--- src/rtl/ex_muldiv_unit_if.sv ---
// Issue/result bundle between the EX-stage controller and the multiply/divide unit.
// The master side is the pipeline; the slave side is the unit holding HI/LO.
interface ex_muldiv_unit_if;
    logic        start;
    logic [2:0]  op;
    logic [31:0] a;
    logic [31:0] b;
    logic        flush;
    logic        busy;
    logic        done;
    logic [31:0] hi;
    logic [31:0] lo;

    modport master (
        output start, op, a, b, flush,
        input  busy, done, hi, lo
    );

    modport slave (
        input  start, op, a, b, flush,
        output busy, done, hi, lo
    );
endinterface

--- src/rtl/ex_muldiv_unit.sv ---
// Iterative MULT/MULTU/DIV/DIVU unit with architectural HI/LO and MTHI/MTLO writes.
// Multiply has a fixed MUL_CYCLES latency; divide is restoring radix-2 over 32 cycles.
module ex_muldiv_unit #(
    parameter int unsigned MUL_CYCLES = 5
) (
    input  logic            clk,
    input  logic            rst,
    ex_muldiv_unit_if.slave bus
);
    localparam int unsigned CNT_W = $clog2((MUL_CYCLES > 32) ? MUL_CYCLES : 32);

    typedef enum logic [1:0] {
        IDLE,
        MUL,
        DIV
    } state_e;

    state_e           state_q, state_d;
    logic [CNT_W-1:0] cnt_q, cnt_d;
    logic [31:0]      hi_q, hi_d, lo_q, lo_d;
    logic             done_q, done_d;
    logic [32:0]      ma_q, ma_d, mb_q, mb_d;
    logic [31:0]      quo_q, quo_d, rem_q, rem_d, dvs_q, dvs_d;
    logic             qneg_q, qneg_d, rneg_q, rneg_d, dzero_q, dzero_d;

    logic        accept;
    logic        sgn;
    logic        last_mul;
    logic        last_div;
    logic [63:0] prod;
    logic [32:0] shifted;
    logic [31:0] quo_nx;
    logic [31:0] rem_nx;

    assign accept   = bus.start && !bus.flush && (state_q == IDLE);
    assign sgn      = ~bus.op[0];
    assign last_mul = (cnt_q == CNT_W'(MUL_CYCLES - 1));
    assign last_div = (cnt_q == CNT_W'(31));

    // Operands are stored 33-bit extended; the low 64 bits of the extended product are exact.
    assign prod = {{31{ma_q[32]}}, ma_q} * {{31{mb_q[32]}}, mb_q};

    assign shifted = {rem_q, quo_q[31]};

    always_comb begin
        quo_nx = {quo_q[30:0], 1'b0};
        rem_nx = shifted[31:0];
        if (shifted >= {1'b0, dvs_q}) begin
            quo_nx = {quo_q[30:0], 1'b1};
            rem_nx = 32'(shifted - {1'b0, dvs_q});
        end
    end

    always_comb begin
        state_d = state_q;
        cnt_d   = cnt_q;
        hi_d    = hi_q;
        lo_d    = lo_q;
        done_d  = 1'b0;
        ma_d    = ma_q;
        mb_d    = mb_q;
        quo_d   = quo_q;
        rem_d   = rem_q;
        dvs_d   = dvs_q;
        qneg_d  = qneg_q;
        rneg_d  = rneg_q;
        dzero_d = dzero_q;

        unique case (state_q)
            IDLE: begin
                if (accept) begin
                    unique case (bus.op)
                        3'd0, 3'd1: begin
                            state_d = MUL;
                            cnt_d   = '0;
                            ma_d    = {sgn & bus.a[31], bus.a};
                            mb_d    = {sgn & bus.b[31], bus.b};
                        end
                        3'd2, 3'd3: begin
                            // Divide on magnitudes; signs are reapplied on the final write.
                            state_d = DIV;
                            cnt_d   = '0;
                            quo_d   = (sgn && bus.a[31]) ? -bus.a : bus.a;
                            dvs_d   = (sgn && bus.b[31]) ? -bus.b : bus.b;
                            rem_d   = '0;
                            qneg_d  = sgn && (bus.a[31] ^ bus.b[31]);
                            rneg_d  = sgn && bus.a[31];
                            dzero_d = (bus.b == '0);
                        end
                        3'd4: hi_d = bus.a;
                        3'd5: lo_d = bus.a;
                        default: ;
                    endcase
                end
            end
            MUL: begin
                if (bus.flush) begin
                    state_d = IDLE;
                end else if (last_mul) begin
                    state_d      = IDLE;
                    done_d       = 1'b1;
                    {hi_d, lo_d} = prod;
                end else begin
                    cnt_d = cnt_q + 1'b1;
                end
            end
            DIV: begin
                if (bus.flush) begin
                    state_d = IDLE;
                end else begin
                    quo_d = quo_nx;
                    rem_d = rem_nx;
                    if (last_div) begin
                        state_d = IDLE;
                        done_d  = 1'b1;
                        if (!dzero_q) begin
                            lo_d = qneg_q ? -quo_nx : quo_nx;
                            hi_d = rneg_q ? -rem_nx : rem_nx;
                        end
                    end else begin
                        cnt_d = cnt_q + 1'b1;
                    end
                end
            end
            default: state_d = IDLE;
        endcase
    end

    always_ff @(posedge clk) begin
        if (rst) begin
            state_q <= IDLE;
            cnt_q   <= '0;
            hi_q    <= '0;
            lo_q    <= '0;
            done_q  <= 1'b0;
            ma_q    <= '0;
            mb_q    <= '0;
            quo_q   <= '0;
            rem_q   <= '0;
            dvs_q   <= '0;
            qneg_q  <= 1'b0;
            rneg_q  <= 1'b0;
            dzero_q <= 1'b0;
        end else begin
            state_q <= state_d;
            cnt_q   <= cnt_d;
            hi_q    <= hi_d;
            lo_q    <= lo_d;
            done_q  <= done_d;
            ma_q    <= ma_d;
            mb_q    <= mb_d;
            quo_q   <= quo_d;
            rem_q   <= rem_d;
            dvs_q   <= dvs_d;
            qneg_q  <= qneg_d;
            rneg_q  <= rneg_d;
            dzero_q <= dzero_d;
        end
    end

    assign bus.busy = (state_q != IDLE) || (bus.start && !bus.flush && !bus.op[2]);
    assign bus.done = done_q;
    assign bus.hi   = hi_q;
    assign bus.lo   = lo_q;
endmodule
--- src/flat_wrapper.sv ---
// flat-port wrapper written by rule: the top's interface ports become plain ports
module ex_muldiv_unit_flat 
#(
    parameter int unsigned MUL_CYCLES = 5
)
  (clk, rst, bus_start, bus_op, bus_a, bus_b, bus_flush, bus_busy, bus_done, bus_hi, bus_lo);
  ex_muldiv_unit_if bus_i ();
  input  logic clk;
  input  logic rst;
  input wire logic [$bits(bus_i.start)-1:0] bus_start;
  input wire logic [$bits(bus_i.op)-1:0] bus_op;
  input wire logic [$bits(bus_i.a)-1:0] bus_a;
  input wire logic [$bits(bus_i.b)-1:0] bus_b;
  input wire logic [$bits(bus_i.flush)-1:0] bus_flush;
  output wire logic [$bits(bus_i.busy)-1:0] bus_busy;
  output wire logic [$bits(bus_i.done)-1:0] bus_done;
  output wire logic [$bits(bus_i.hi)-1:0] bus_hi;
  output wire logic [$bits(bus_i.lo)-1:0] bus_lo;
  assign bus_i.start = bus_start;
  assign bus_i.op = bus_op;
  assign bus_i.a = bus_a;
  assign bus_i.b = bus_b;
  assign bus_i.flush = bus_flush;
  assign bus_busy = bus_i.busy;
  assign bus_done = bus_i.done;
  assign bus_hi = bus_i.hi;
  assign bus_lo = bus_i.lo;
  ex_muldiv_unit #(.MUL_CYCLES(MUL_CYCLES)) u_core (.clk(clk), .rst(rst), .bus(bus_i));
endmodule
--- config.mk ---
export PLATFORM = sky130hd
export DESIGN_NAME = ex_muldiv_unit_flat
export DESIGN_NICKNAME = d
export VERILOG_FILES = /design/src/rtl/ex_muldiv_unit_if.sv /design/src/rtl/ex_muldiv_unit.sv /design/src/flat_wrapper.sv
export SDC_FILE = /design/constraint.sdc
export NUM_CORES = 2
export LEC_CHECK = 0
export ABC_AREA = 1
export CAP_MARGIN = 20
export CORE_UTILIZATION = 29
export DETAILED_ROUTE_END_ITERATION = 6
export SYNTH_ARGS = -nofsm -noshare
export SYNTH_HDL_FRONTEND = slang
export SYNTH_SLANG_ARGS = --single-unit
export TNS_END_PERCENT = 1
--- constraint.sdc ---
create_clock -name clk -period 6.7 [get_ports clk]
set_input_delay 0.67 -clock clk [delete_from_list [all_inputs] [get_ports clk]]
set_output_delay 0.67 -clock clk [all_outputs]
set_load 0.05 [all_outputs]
==> metrics <==
status=complete, but fails checks; failing checks=setup timing; CTS Root Cell=clkbuf_16; remaining antenna violation count=0; max cap viols=0; P_sw=approximately 9 mW; Placeable Area=~190,000 µm²; Final GP Congestion=~0.95; post-placement worst setup slack=-1.62 ns; Initial Util=about 30%; worst hold margin=0.470 ns; CP top delay family=adder cells; Routed WL per cell=18.1 µm; Area contributors post-synth=fa_1 (41%), inv_1 (14%), nand2_1 (12%); Reg power frac=between 10 and 15%; initial antenna violation count=3; layout cell share with drive strength beyond 1=a little over an eighth; drt drc=0; syn_area_per_cell=between 7 and 8 µm²; register area share after synthesis=under 10%; CP required=a little over 7 ns; unrepaired setup endpoints after global routing=true; asr flop ratio synth=0%; Synth Instances=7,540; Comb pwr share=between 70% and 80%; CTS tree=yes; largest net degree at the start of global routing=around 100; Synth Cell Area=between 50,000 and 60,000 µm²; critical path class=reg2reg; Setup Skew=0.0499 ns; Critical Path Most Common Cell=fa_1; htree depth=2; drt total wl=189 mm; IO buf count=about 140; Commonest cells post-synth=inv_1 (2,034), nand2_1 (1,833), fa_1 (1,126); CTS sink cnt=around 240; #FFs+latches synth=237; clock share of power=12.6%; Pre-Repair DR Iteration Count=6; number of synthesized flops with an enable pin=0; cts bufs inserted=34; most numerous cell in the Yosys netlist=inv_1; Worst Tran Pin Value=around 1.1 ns; Tmin final=roughly 7.5 ns; total gr overflow=0; ys flop type=dfxtp_1; Clock Path Buffers=3; final hold vios=0; setup TNS=-24.82 ns; gr usage total=about a fifth; critical path data arrival time=7.92 ns; Relative slew margins=between 20% and 30%; CP max stage cell=fa_1; Initial DRC Count=4,100; Leakage=around 37 nW; area leader, netlist=fa_1; post-synthesis cell type count=roughly 60; Syn. warnings=0; post-DP HPWL=156 mm; Die H=between 400 and 500 µm; top-level port count=137; Power Density=about 230 nW/µm²; top cell type's share of synthesized area=40.7%; vias after detailed routing=a little under 50,000; setup ws final=-0.763 ns; Max VDD drop=~0.00064 V; Int Pwr=approximately 6 mW; crit path launch type=register; clk_lat worst skew=roughly 0.57 ns; crit end category=register; area delta synth->final=20.7%; first-pass GRT wire length=~290 mm; final setup fails=between 40 and 50; # rows=160; Hold WC Path Type=reg2reg; Switching Fraction=between 50 and 60%; Mapped Nets=approximately 9,000; Die X=around 440 µm; total die area=193,000 µm²; Finished Core Util=a little over a third; Final Cycle Share=111%; critical-path maximum fanout=13; Vias per Instance=around 4.7; worst path bufs/invs=11; slowest cell delay on critical path=0.62 ns; clock-pin slew of the registers on the worst-case setup and hold paths=0.06 ns; Final Net Count=9,391; Max Transition Viols Final=0; vias in the first global route=between 50,000 and 60,000; maximum clock rate=roughly 130 MHz
-- kinds of logic after synthesis --
group | count (synthesis) | synth area share (%)
compound gates | 845 | 8.32
simple gates | 2550 | 18.7
fa+ha+maj | 1381 | 46.4
xor+xnor | 85 | 1.34
flops | 237 | 8.56
buf+inv | 2442 | 16.6
-- layer usage --
metal | share of wire [%] | GRT usage (%) | wire, µm
met1 | 40 | 24.4 | 76600
met5 | 0.0032 | 0 | 6
met3 | 5.3 | 1.65 | 10100
met4 | 4.7 | 7.83 | 8890
met2 | 50 | 33.8 | 93900
-- cell usage in the layout (no fill, tap or decap), drive strengths merged, types with 135 or more instances in the layout --
cell type and n:
dfxtp 237, o21ai 334, nand3 152, fa 1126, ha 255, a21oi 370, clkdlybuf4s50 135, nor2 372
buf 602, inv 2052, nand2 1857
-- worst min-delay path: cells and delay by family (launching register included) --
family,cells,cell delay [ns]
simple gates,1,0.06
flops,1,0.30
compound gates,1,0.06
-- layout make-up --
type	count	area (µm²)
fill	19800	123000
multi-input combinational	4861	42800
inverter	2058	7740
timing repair buffer	747	7260
sequential	237	4820
tap	2511	3140
clock buffer	45	1000
clock inverter	15	144
antenna	2	5.00
-- final timing paths --
check | start | slack [ns] | cells after the start | to
max | u_core.ma_q[16]$_SDFFE_PP0P_ | -0.76 | 31 | u_core.bus.hi[4]$_SDFFE_PP0P_
min | u_core.dvs_q[31]$_SDFFE_PP0P_ | 0.47 | 2 | u_core.dvs_q[31]$_SDFFE_PP0P_
max reg2reg | u_core.ma_q[16]$_SDFFE_PP0P_ | -0.76 | 31 | u_core.bus.hi[4]$_SDFFE_PP0P_
min reg2reg | u_core.dvs_q[31]$_SDFFE_PP0P_ | 0.47 | 2 | u_core.dvs_q[31]$_SDFFE_PP0P_
-- what timing repair did --
action	in CTS	in global routing
gates cloned	1	10
endpoints found under the setup margin	47	49
hold buffers	0	0
pin swaps	53	100
gates resized for setup	197	190
setup buffers	7	22
-- through the flow --
stage	area, µm²	total power, mW	cells
final	66900	15.1	10500
after global routing	66900	16.1	10500
after CTS	65800	14.8	10400
after detailed placement	63800	12.8	10400
after global placement	63800	12.7	10400
after floorplan	55700	9.31	7540
-- power by group through the flow --
stage | combinational [mW] | sequential (mW) | clock (mW)
finish | 11.0 | 2.13 | 1.90
detailed placement | 10.6 | 2.13 | 0
CTS | 10.7 | 2.11 | 1.92
floorplan | 6.77 | 2.54 | 0
global placement | 10.6 | 2.13 | 0
global route | 12.0 | 2.14 | 1.97
-- sequential cells by signal (all words and copies together), names as in the netlist --
signal           cells
u_core.dzero_q       1
u_core.quo_q        32
u_core.bus.lo       32
u_core.qneg_q        1
u_core.bus.done      1
u_core.cnt_q         5
u_core.rem_q        32
u_core.bus.hi       32
u_core.ma_q         33
u_core.dvs_q        32
u_core.mb_q         33
u_core.rneg_q        1
u_core.state_q       2
Note: power is estimated with default switching activity, not from simulation.
